**config.mk**
```make
export PLATFORM = sky130hd
export DESIGN_NAME = cnt_seq_ctrl
export DESIGN_NICKNAME = d
export VERILOG_FILES = /design/src/rtl/cnt_seq_ctrl.sv
export SDC_FILE = /design/constraint.sdc
export NUM_CORES = 1
export LEC_CHECK = 0
export CAP_MARGIN = 40
export CORE_UTILIZATION = 45
export DETAILED_ROUTE_END_ITERATION = 10
export PLACE_DENSITY = 0.74
export SYNTH_ARGS = -nofsm -noshare
export SYNTH_HDL_FRONTEND = slang
export SYNTH_SLANG_ARGS = --single-unit
```
**constraint.sdc**
```tcl
create_clock -name clk -period 1.9 [get_ports clk]
set_input_delay 0.38 -clock clk [delete_from_list [all_inputs] [get_ports clk]]
set_output_delay 0.38 -clock clk [all_outputs]
set_load 0.1 [all_outputs]
```
**src/rtl/cnt_seq_ctrl.sv**
```systemverilog
// Sequencing controller for an external cascaded 4-bit counter chain.
// Produces a programmable-period one-shot/periodic timer with irq and saturating event count.
module cnt_seq_ctrl #(
    parameter int unsigned STAGES = 2,
    parameter int unsigned EVT_W  = 8,
    localparam int unsigned W     = 4 * STAGES
) (
    input  logic             clk,
    input  logic             rst_n,
    input  logic             start,
    input  logic             stop,
    input  logic             hold,
    input  logic             tick,
    input  logic             mode,
    input  logic [W-1:0]     period,
    input  logic [W-1:0]     cnt_q,
    output logic             cnt_ce,
    output logic             cnt_r,
    output logic             busy,
    output logic             done,
    output logic             irq,
    output logic [EVT_W-1:0] evt_cnt
);

    typedef enum logic [1:0] {StIdle, StRun, StDone} state_e;

    state_e           state_q, state_d;
    logic [W-1:0]     period_l_q, period_l_d;
    logic             mode_l_q, mode_l_d;
    logic             irq_q, irq_d;
    logic [EVT_W-1:0] evt_cnt_q, evt_cnt_d;

    logic run;
    logic en;
    logic match;

    always_comb begin
        run   = (state_q == StRun);
        en    = run & tick & ~hold;
        match = en & (cnt_q == period_l_q);
    end

    // The chain gives clear priority over enable, so cnt_r alone restarts an interval.
    assign cnt_ce  = en;
    assign cnt_r   = ~run | match | (run & stop);
    assign busy    = run;
    assign done    = (state_q == StDone);
    assign irq     = irq_q;
    assign evt_cnt = evt_cnt_q;

    always_comb begin
        state_d    = state_q;
        period_l_d = period_l_q;
        mode_l_d   = mode_l_q;
        irq_d      = 1'b0;
        evt_cnt_d  = evt_cnt_q;
        unique case (state_q)
            StIdle: begin
                if (start) begin
                    period_l_d = period;
                    mode_l_d   = mode;
                    evt_cnt_d  = '0;
                    state_d    = StRun;
                end
            end
            StRun: begin
                // stop beats a coincident match: no irq, no count
                if (stop) begin
                    state_d = StIdle;
                end else if (match) begin
                    irq_d = 1'b1;
                    if (evt_cnt_q != {EVT_W{1'b1}}) begin
                        evt_cnt_d = evt_cnt_q + EVT_W'(1);
                    end
                    if (!mode_l_q) begin
                        state_d = StDone;
                    end
                end
            end
            StDone: begin
                if (stop) begin
                    state_d = StIdle;
                end else if (start) begin
                    period_l_d = period;
                    mode_l_d   = mode;
                    evt_cnt_d  = '0;
                    state_d    = StRun;
                end
            end
            default: state_d = StIdle;
        endcase
    end

    always_ff @(posedge clk or negedge rst_n) begin
        if (!rst_n) begin
            state_q    <= StIdle;
            period_l_q <= '0;
            mode_l_q   <= 1'b0;
            irq_q      <= 1'b0;
            evt_cnt_q  <= '0;
        end else begin
            state_q    <= state_d;
            period_l_q <= period_l_d;
            mode_l_q   <= mode_l_d;
            irq_q      <= irq_d;
            evt_cnt_q  <= evt_cnt_d;
        end
    end

endmodule

```
# Word-level counts from Yosys, hierarchy flattened
# Cells that the tools add are included.
# W data, S select, Z words.
dict set report classes {
  add_sub_neg 1
  div_mod_pow 0
  muxes 21
  n_shift 0
  order_cmp 0
  n_mul 0
  n_reduce_logical 6
  bitwise_logic 8
  n_eq_ne 10
}
# op count
set ops {}
lappend ops {{$mux W8} 7}
lappend ops {{$pmux W8 S3} 1}
lappend ops {{$pmux W8 S2} 1}
lappend ops {{$mux W2} 5}
lappend ops {{$add A8 B1 Y8 const B} 1}
lappend ops {{$eq A8 B8 Y1} 1}
lappend ops {{$ne A8 B8 Y1 const B} 1}
lappend ops {{$pmux W2 S3} 1}
lappend ops {{$mux W1} 5}
lappend ops {{$reduce_and A5 Y1} 1}
lappend ops {{$and A1 B1 Y1} 4}
lappend ops {{$ne A2 B1 Y1 const B} 2}
lappend ops {{$ne A2 B2 Y1 const B} 2}
lappend ops {{$reduce_and A2 Y1} 2}
lappend ops {{$ne A3 B2 Y1 const B} 1}
lappend ops {{$ne A3 B3 Y1 const B} 1}
lappend ops {{$reduce_bool A3 Y1} 1}
lappend ops {{$eq A2 B1 Y1 const B} 1}
lappend ops {{$eq A2 B2 Y1 const B} 1}
lappend ops {{$logic_not A2 Y1} 1}
lappend ops {{$not A1 Y1} 2}
lappend ops {{$or A1 B1 Y1} 2}
lappend ops {{$pmux W1 S2} 1}
lappend ops {{$reduce_bool A2 Y1} 1}
dict set report word_totals {
  ff_bits 20
  n_memories 0
  ramBits 0
  input_bits 23
  mem_bits_ro 0
  latch_bits 0
  out_inout_bits 13
  word_cells 51
}

# Logic depth before layout (Yosys ltp)
dict set report logic_depth {
  depth_word 7
  depth_mapped 6
  ltp_nobuf 6
}

# Worst setup path after synthesis
# Ideal clock, no wire load.
dict set report synth_path {
  path_type {flip-flop to output port}
  start {register state_q[1]}
  end {output cnt_r}
  path_stages_with_launch 5
  setup_slack_ns -0.646
  arrival_ns 2.166
  path_buffers 0
  path_cell_list {dfrtp_1 > nand2b_1 > inv_1 > o21ai_1 > nand2b_1}
}
dict set report synth_between {
  elab_chain_len 6
}
# element line_no
set synth_lines {}
lappend synth_lines {{start, declared} 27} ;# state_e state_q, state_d;
lappend synth_lines {{start signal, assigned} 96} ;# state_q <= StIdle;
lappend synth_lines {{start signal, assigned} 102} ;# state_q <= state_d;
lappend synth_lines {{$eq A2 B1 Y1 (*)} 38} ;# run = (state_q == StRun);
lappend synth_lines {{net busy} 19} ;# output logic busy,
lappend synth_lines {{$and A1 B1 Y1 (2 in a row)} 39} ;# en = run & tick & ~hold;
lappend synth_lines {{$and A1 B1 Y1} 40} ;# match = en & (cnt_q == period_l_q);
lappend synth_lines {{$or A1 B1 Y1} 45} ;# assign cnt_r = ~run | match | (run & stop);
lappend synth_lines {{$or A1 B1 Y1 (*)} 45}
lappend synth_lines {{end, declared} 18} ;# output logic cnt_r,
# The timed path passes the listed nets; every way through them passes the cells marked *.

# Worst setup path after layout
dict set report layout_path {
  start {register state_q[1]}
  end {output cnt_r}
}
dict set report layout_between {
  elab_chain_len 6
}
# element line_no
set layout_lines {}
lappend layout_lines {{$eq A2 B1 Y1 (*)} 38}
lappend layout_lines {{$and A1 B1 Y1 (2 in a row)} 39}
lappend layout_lines {{$and A1 B1 Y1} 40}
lappend layout_lines {{$or A1 B1 Y1} 45}
lappend layout_lines {{$or A1 B1 Y1 (*)} 45}
# Mark *: on every way between the ends. The rest lies on a longest branch, timed or not.

==> metrics.csv <==
metric,value,unit
run_status,finished with violations,
violations,setup timing,
via_per_inst,5.33,
cp-start-kind,register,
hold_viol_final,0,
route.detailed.drc,0,
ys.flop_type,dfrtp_1,
syn_area_per_cell,10.9,µm²
critPathRequiredTime,1.52,ns
period_needed,2.03,ns
ys_ff_latch,20,
synth_area,1140,µm²
combPwrFrac,53.8,%
slew_headroom,71.2,%
syn-num-nets,129,
synthTopCellsByArea,"dfrtp_1, mux2_2, xor2_1",
setup_viol,1,
synthToLayoutAreaGrowth,67.0,%
period_share,107,%
setup_ws,-0.129,ns
core.rowCount,17,
synth_top_area_cell,dfrtp_1,
die_y,52.3,µm
nets,187,
clockPowerShare,11.7,%
overflow,0,
hp-class,primary input to async pin,
p_per_area,956,nW/µm²
syn_inst,105,
worst_slew_pin_slew,0.431,ns
die_w,52.3,µm
track_usage,23.6,%
netSwitchingPower,746,µW
clock_sinks,20,
seqPwrFrac,34.5,%
seq_area_frac_synth,43.9,%
tritoncts,done,
hpwl,2150,µm
io_pins,36,
cts_buffer_depth,2,
vias,1012,
yosys_warnings,0,
netlist.area_leader.share,43.9,%
grt_first_pass_wirelength,4640,µm
cts-hold-fix-buffers,0,
antenna_found_initial,0,
clock_latency,0.31,ns
crit_path_max_fanout,4,
dp.cells,179,
crit_path_end_kind,output pin,
die_area,2740,µm²
critical_path_class,register to output pin,
max_freq,493,MHz
io_buffers,35,
grt_pass1_vias,1044,
drv_cap,0,
drv_slew,0,
htree_levels,1,
grt_max_degree,13,
drive_above_1_share,43.8,%
numCtsBuffers,3,
fin_area,1900,µm²
rsz0062_at_grt,true,
hold_ws,0.361,ns
dr.first_iter.drc_count,14,
async_flop_share,100,%
synth.most_common_cell,dfrtp_1,
switching_share,41.0,%
p_leak,0.000809,µW
route.antenna.remaining_nets,0,
total_power,1820,µW
clkTransAtPathRegs,0.12,ns
wirelength,2750,µm
p_int,1070,µW
synth_edf_count,0,
initial_core_util,49.6,%
fin_cells,190,
globalplace.congestion,0.820,
yosysUniqueCellTypes,36,
cts_root_buffer,clkbuf_4,
drt-pass1-iter-count,4,
core_area,2300,µm²
ir_drop,0.798,mV
num_antenna_cells,0,
fin_skew,0.0107,ns
synthTopCellsByCount,"dfrtp_1, mux2_2, nor2_1, xor2_1, inv_1",
wl_per_cell,14.5,µm
cp_data_arrival_time,1.65,ns
place_area,1780,µm²
## critical path, cell delays in order (launching register included)
cell and delay [ns]:
dfrtp_1 0.43, and4bb_4 0.33, nor3b_4 0.20, nand3_2 0.12, nand2b_4 0.10, buf_12 0.17
## flip-flops by register name, summed over array words and instances, names as in the netlist
signal / count
evt_cnt: 8
period_l_q: 8
state_q: 2
irq: 1
mode_l_q: 1
## what timing repair did
action                                  CTS  global route
resized for setup                         6             7
endpoints found under the setup margin    1             4
pin swaps                                 4             5
buffers inserted                          2             5
## logic make-up (layout without fill, tap and decap cells)
kind of cell               Yosys count  after routing  synth area share [%]
buffers and inverters                7             64                  2.30
and+or+nand+nor                     40             40                  24.0
adders and majority gates            1              1                  1.10
AOI/OAI and AO/OA                   19             19                  12.7
muxes                               10             10                  9.77
DFF                                 20             20                  43.9
xor gates and xnor gates             8              8                  6.15
## power by group through the flow
stage / clock [µW] / combinational, µW / sequential (µW)
finish: 214 / 978 / 628
CTS: 224 / 937 / 620
global placement: 0 / 906 / 613
floorplan: 0 / 592 / 602
detailed placement: 0 / 924 / 619
global route: 238 / 1040 / 638
## per-stage QoR
| step | setup WS, ns | setup TNS [ns] | util [%] |
|---|---|---|---|
| after global routing | -0.184 | -0.212 | 82.8 |
| final | -0.129 | -0.129 | 82.8 |
| after global placement | -0.260 | -1.94 | 77.5 |
| after floorplan | -0.160 | -0.452 | - |
| after CTS | -0.211 | -0.211 | 80.1 |
| after detailed placement | -0.303 | -2.44 | 77.5 |
## worst paths after layout
path	slack [ns]	depth (start not counted)	startpoint	to
max in group asynchronous	1.01	2	rst_n	mode_l_q
min in group clk	0.53	1	mode_l_q	mode_l_q
worst max register to register	0.04	6	period_l_q[7]	evt_cnt[6]
worst min-delay path	0.36	1	rst_n	evt_cnt[1]
worst max-delay path	-0.13	5	state_q[1]	cnt_r
worst min register to register	0.53	1	mode_l_q	mode_l_q
## cells in the final DEF, fill, tap and decap left out, drive strengths merged, types with 2 or more instances in the layout
| cell type | n |
|---|---|
| dlygate4sd2 | 3 |
| dlymetal6s2s | 3 |
| o21ai | 5 |
| dfrtp | 20 |
| nor4 | 3 |
| o211ai | 3 |
| a21oi | 2 |
| clkbuf | 4 |
| nand4 | 4 |
| mux2 | 9 |
| o31ai | 2 |
| o41ai | 2 |
| and2 | 2 |
| nand2b | 4 |
| nand2 | 5 |
| clkdlybuf4s50 | 16 |
| buf | 32 |
| or3 | 2 |
| xor2 | 8 |
| nand3 | 4 |
| inv | 5 |
| nor2 | 8 |
## layer usage
layer	part of all wire [%]	global-route usage, %	up-vias
li1	-	-	492
met1	40	28.0	492
met2	55	42.4	24
met3	2.9	2.90	4
met4	1.3	9.65	0
met5	0	0	-
## area by class of cell
cell class,instances,area (µm²)
sequential,20,515
inverter,6,26.3
multi-input combinational,78,673
tap,28,35.0
timing repair buffer,54,627
fill,151,394
clock buffer,4,26.3
(Power assumes the default switching activity.)
==> RTL change 1 (same settings) <==
`STAGES`: 2 -> 1.
--- a/src/rtl/cnt_seq_ctrl.sv
+++ b/src/rtl/cnt_seq_ctrl.sv
@@ -1,7 +1,7 @@
 // Sequencing controller for an external cascaded 4-bit counter chain.
 // Produces a programmable-period one-shot/periodic timer with irq and saturating event count.
 module cnt_seq_ctrl #(
-    parameter int unsigned STAGES = 2,
+    parameter int unsigned STAGES = 1,
     parameter int unsigned EVT_W  = 8,
     localparam int unsigned W     = 4 * STAGES
 ) (
Ports: changed (resized cnt_q and period); port bits go from 36 to 28. The function was not compared with the original's and may differ.
==> RTL change 1 against the original RTL <==
Critical path type unchanged. Die area shrank 24%. First-iteration DRC count grew 71%. Total power shrank 26%. Global-route usage grew 5.2 points. Area after synthesis shrank 24%. Register-to-register slack lost 100 ps. Sequential power shrank 28%. Worst setup slack gained 13 ps. The flow still finishes with violations (negative setup slack). Fmax grew 0.66%. Cell area shrank 16%. Critical endpoint unchanged. Sequential cell count shrank 4. Routed wire length grew 4.0%.
==> RTL change 1: results <==
group,metric,value,unit
sta,fin_worst_skew,19.4,ps
worst_setup_path,regToRegSetupSlack,-60,ps
worst_setup_path,r2r_end,"evt_cnt[7]",
route,drtIter0Drc,24,
synth,syn-num-nets,106,
power_and_ir_drop,p_leak,0.654,nW
grt,grt_pass1_vias,859,
synth,synth-adder-area-share,1.45,%
grt,grt_max_degree,17,
synth,syn_avg_cell_area,9.56,sq um
worst_setup_path,reg2reg_from,"period_l_q[3]",
grt,grt_use_met1,41.7,%
finish,drive_gt1_share,54.7,%
run_status,status,"finished with violations",
synth,muxShareOfSynthArea,0,%
route,wl_per_cell,17.7,um
finish,num-fill-cells,72,
sta,layout_setup_ws,-116,ps
place,io_buffers,27,
sta,worst_pin_slew,331,ps
sta,setup_viol,3,
grt,use_met3,3.57,%
worst_setup_path,crit_path_max_fanout,2,
route,num_vias,908,
synth,synth_compound_area_share,14.0,%
run_status,violations,"negative setup slack",
grt,grt_util_met2,45.7,%
place,place_area,1430,sq um
-- RTL change 1: cell types whose count changed in the layout (fill, tap and decap cells not counted), sizes merged, moves of 6 or more --
cell	delta
nor2	-6
mux2	-9
clkdlybuf4s50	-6
nand2	+15
-- RTL change 1: worst max-delay path, stage by stage, from the launching register on --
cell	delay [ps]
dfrtp_1	420
xor2_2	170
nor4_4	370
nand2_2	130
nand3_4	90
buf_12	170
-- RTL change 1: how the worst max path moves through the flow --
stage	endpoint	slack (ps)
floorplan	cnt_r	-180
global route	cnt_r	-170
global placement	evt_cnt[7]	-300
CTS	cnt_r	-60
finish	cnt_r	-120
detailed placement	evt_cnt[7]	-450
-- RTL change 1: layout make-up --
type,count,area share (%)
inverters,4,1.18
repair buffers,45,32.9
flip-flops and latches,16,26.5
multi-input cells,68,35.8
well taps,25,1.96
clock buffers,4,1.65
-- RTL change 1: stage by stage --
| stage | utilization, % | hold WS [ps] | TNS [ps] | worst slack, ps |
|---|---|---|---|---|
| 3_3_place_gp | 81.2 | 469 | -2020 | -303 |
| 5_1_grt | 90.5 | 416 | -364 | -165 |
| 4_1_cts | 87.5 | 416 | -114 | -61.6 |
| 6_report | 90.5 | 382 | -215 | -116 |
| 3_5_place_dp | 81.2 | 463 | -3190 | -448 |
| 2_1_floorplan | - | 84.4 | -382 | -181 |
-- RTL change 1: power groups by stage --
stage               Clock, mW  Sequential [mW]  Combinational (mW)
floorplan                   0            0.614               0.204
global placement            0            0.450               0.623
detailed placement          0            0.454               0.636
CTS                     0.192            0.451               0.672
global route            0.218            0.460               0.722
finish                  0.204            0.453               0.691
-- RTL change 1: layer usage --
layer / part of all wire [%] / wire, um
met1: 41 / 1170
met2: 52 / 1490
met3: 5.3 / 151
met4: 2.0 / 58
met5: 0 / 0
==> RTL change 2 (same flow settings) <==
Made on the original files. Put one more register stage on the output `evt_cnt`. The value now appears one clock later. The other outputs are not delayed to match.
--- a/src/rtl/cnt_seq_ctrl.sv
+++ b/src/rtl/cnt_seq_ctrl.sv
@@ -46,7 +46,9 @@
     assign busy    = run;
     assign done    = (state_q == StDone);
     assign irq     = irq_q;
-    assign evt_cnt = evt_cnt_q;
+    always_ff @(posedge clk) begin
+        evt_cnt <= evt_cnt_q;
+    end
 
     always_comb begin
         state_d    = state_q;
Behaviour: not the same (Yosys sat finds a counterexample within 4 cycles, from zero or initial values and one cycle with rst_n low).
==> RTL change 2 against the original RTL <==
Worst setup slack lost 12 ps. Routed wire length shrank 21%. Count of clock-buffer cells in the layout is the same. Critical path type unchanged. Final cell count shrank 3.2%. Cell area shrank 3.0%. Sequential cell count grew 8. Fmax shrank 0.59%. Via count shrank 8.8%. The flow still finishes with violations (negative setup slack). Total power shrank 14%. Largest cell class is now sequential cells. Area after synthesis grew 7.9%.
==> RTL change 2: results <==
group,metric,value,unit
run_status,status,"finished with violations",
run_status,violations,"negative setup slack",
clocking,h-tree-depth,1,
grt,grt_pass1_wl,3.82,mm
synth,synth_compound_area_share,11.3,%
clocking,path_clk_slew,140,ps
grt,grt_overflow,0,
grt,antenna_found_initial,0,
power_and_ir_drop,p_leak,0.821,nW
finish,drive_gt1_share,37.7,%
worst_hold_path,min_path_type,"input pin to async pin",
synth,ys_top_cells_by_area,"dfrtp_1 (41%), dfxtp_1 (13%), mux2_2 (8.2%)",
route,drt-total-wl,2.19,mm
route,dr.pass1.iters,4,
synth,yosys-top-cells-count,"dfrtp_1 (20), mux2_2 (9), dfxtp_1 (8)",
worst_setup_path,slowest_delay,430,ps
synth,ys_warn_count,0,
sta,fmax,490,MHz
finish,antenna_cells,0,
worst_setup_path,crit_path_max_fanout,2,
power_and_ir_drop,power.switching,0.556,mW
sta,relSlewSlack,80.4,%
clocking,clockBufferDepth,2,
worst_setup_path,worst_path_max_delay_cell,"dfrtp_1",
clocking,clock_latency,330,ps
synth,ys_types,36,
synth,synth-adder-area-share,1.02,%
grt,grt_use_total,18.4,%
synth,async_flop_share,71.4,%
place,io_buffers,35,
sta,layout_setup_ws,-141,ps
synth,syn-num-nets,126,
grt,grt_pass1_vias,914,
clocking,root_buffer,"clkbuf_4",
power_and_ir_drop,ir_worst_vdd,0.875,mV
route,drtIter0Drc,7,
route,num_vias,923,
finish,reg_top3,"evt_cnt x8, evt_cnt_q x8, period_l_q x8",
grt,grt_max_degree,21,
place,post-dp-hpwl,1.64,mm
finish,nets,179,
place,dp_slack,-284,ps
worst_setup_path,arrival,1660,ps
sta,setup_viol,1,
synth,muxShareOfSynthArea,9.05,%
sta,fin_worst_skew,4.29,ps
place,place.gp.congestion,0.749,
sta,finalSetupTns,-141,ps
synth,yosysSeqAreaShare,53.7,%
synth,synth_xor_xnor_area_share,5.70,%
[RTL change 2: cell types whose count changed in the layout (fill, tap and decap cells not counted), moves of 3 or more]
cell | before | now
nor2_1 | 7 | 3
buf_4 | 19 | 22
buf_12 | 13 | 5
o211ai_1 | 3 | 0
dfxtp_1 | 0 | 8
a21boi_0 | 0 | 4
dfrtp_1 | 12 | 20
dfrtp_2 | 6 | 0
a2bb2oi_1 | 0 | 4
nor3_1 | 0 | 4
[RTL change 2: metrics by stage]
stage          cells  cell area, sq um
3_5_place_dp     175              1740
2_1_floorplan    102              1260
6_report         184              1850
5_1_grt          184              1850
4_1_cts          183              1820
3_3_place_gp     175              1740
[RTL change 2: area by class of cell]
class	count	area [sq um]
repair buffers	50	495
well taps	30	37.5
flip-flops and latches	28	661
multi-input cells	65	591
fillers	185	676
inverters	7	26.3
clock buffers	4	36.3
[RTL change 2: critical path: cells and delay by family (launching register included)]
kind	cells	cell delay, ps
and+or+nand+nor	3	550
DFF	1	430
xor gates and xnor gates	1	170
buffers and inverters	1	170
[RTL change 2: final timing paths]
kind | from | end | slack, ps | depth (start not counted)
min in group clk | evt_cnt_q[7] | evt_cnt[7] | 450 | 0
min | rst_n | evt_cnt_q[2] | 370 | 2
max in group asynchronous | rst_n | period_l_q[2] | 1320 | 2
max | period_l_q[7] | cnt_r | -140 | 5
min reg2reg | evt_cnt_q[7] | evt_cnt[7] | 450 | 0
max reg2reg | period_l_q[7] | evt_cnt_q[1] | 60 | 7
[RTL change 2: repair_timing]
action,CTS,global route
hold endpoints to repair,0,0
pin swaps,6,8
gates resized for setup,6,5
setup endpoints to repair,1,6
buffers inserted,4,1
[RTL change 2: logic make-up after synthesis]
group,after synthesis
AND/OR/NAND/NOR,29
flip-flops,28
AO/OA/AOI/OAI,17
multiplexers,10
buffers and inverters,9
XOR/XNOR,8
adder cells (fa/ha/maj),1
[RTL change 2: power groups by stage]
stage / clock network, mW / logic, mW / registers [mW]
global route: 0.321 / 0.566 / 0.761
CTS: 0.300 / 0.539 / 0.746
global placement: 0 / 0.520 / 0.752
detailed placement: 0 / 0.528 / 0.756
finish: 0.284 / 0.534 / 0.747
floorplan: 0 / 0.228 / 0.889
[RTL change 2: metal layers]
metal | vias up | routed length, um | GRT usage (%) | share of wire (%)
met5 | - | 0 | 0 | 0
met4 | 0 | 37 | 8.97 | 1.7
met3 | 3 | 87 | 2.78 | 4.0
met2 | 28 | 1120 | 32.3 | 51
met1 | 433 | 936 | 21.6 | 43
li1 | 459 | - | - | -
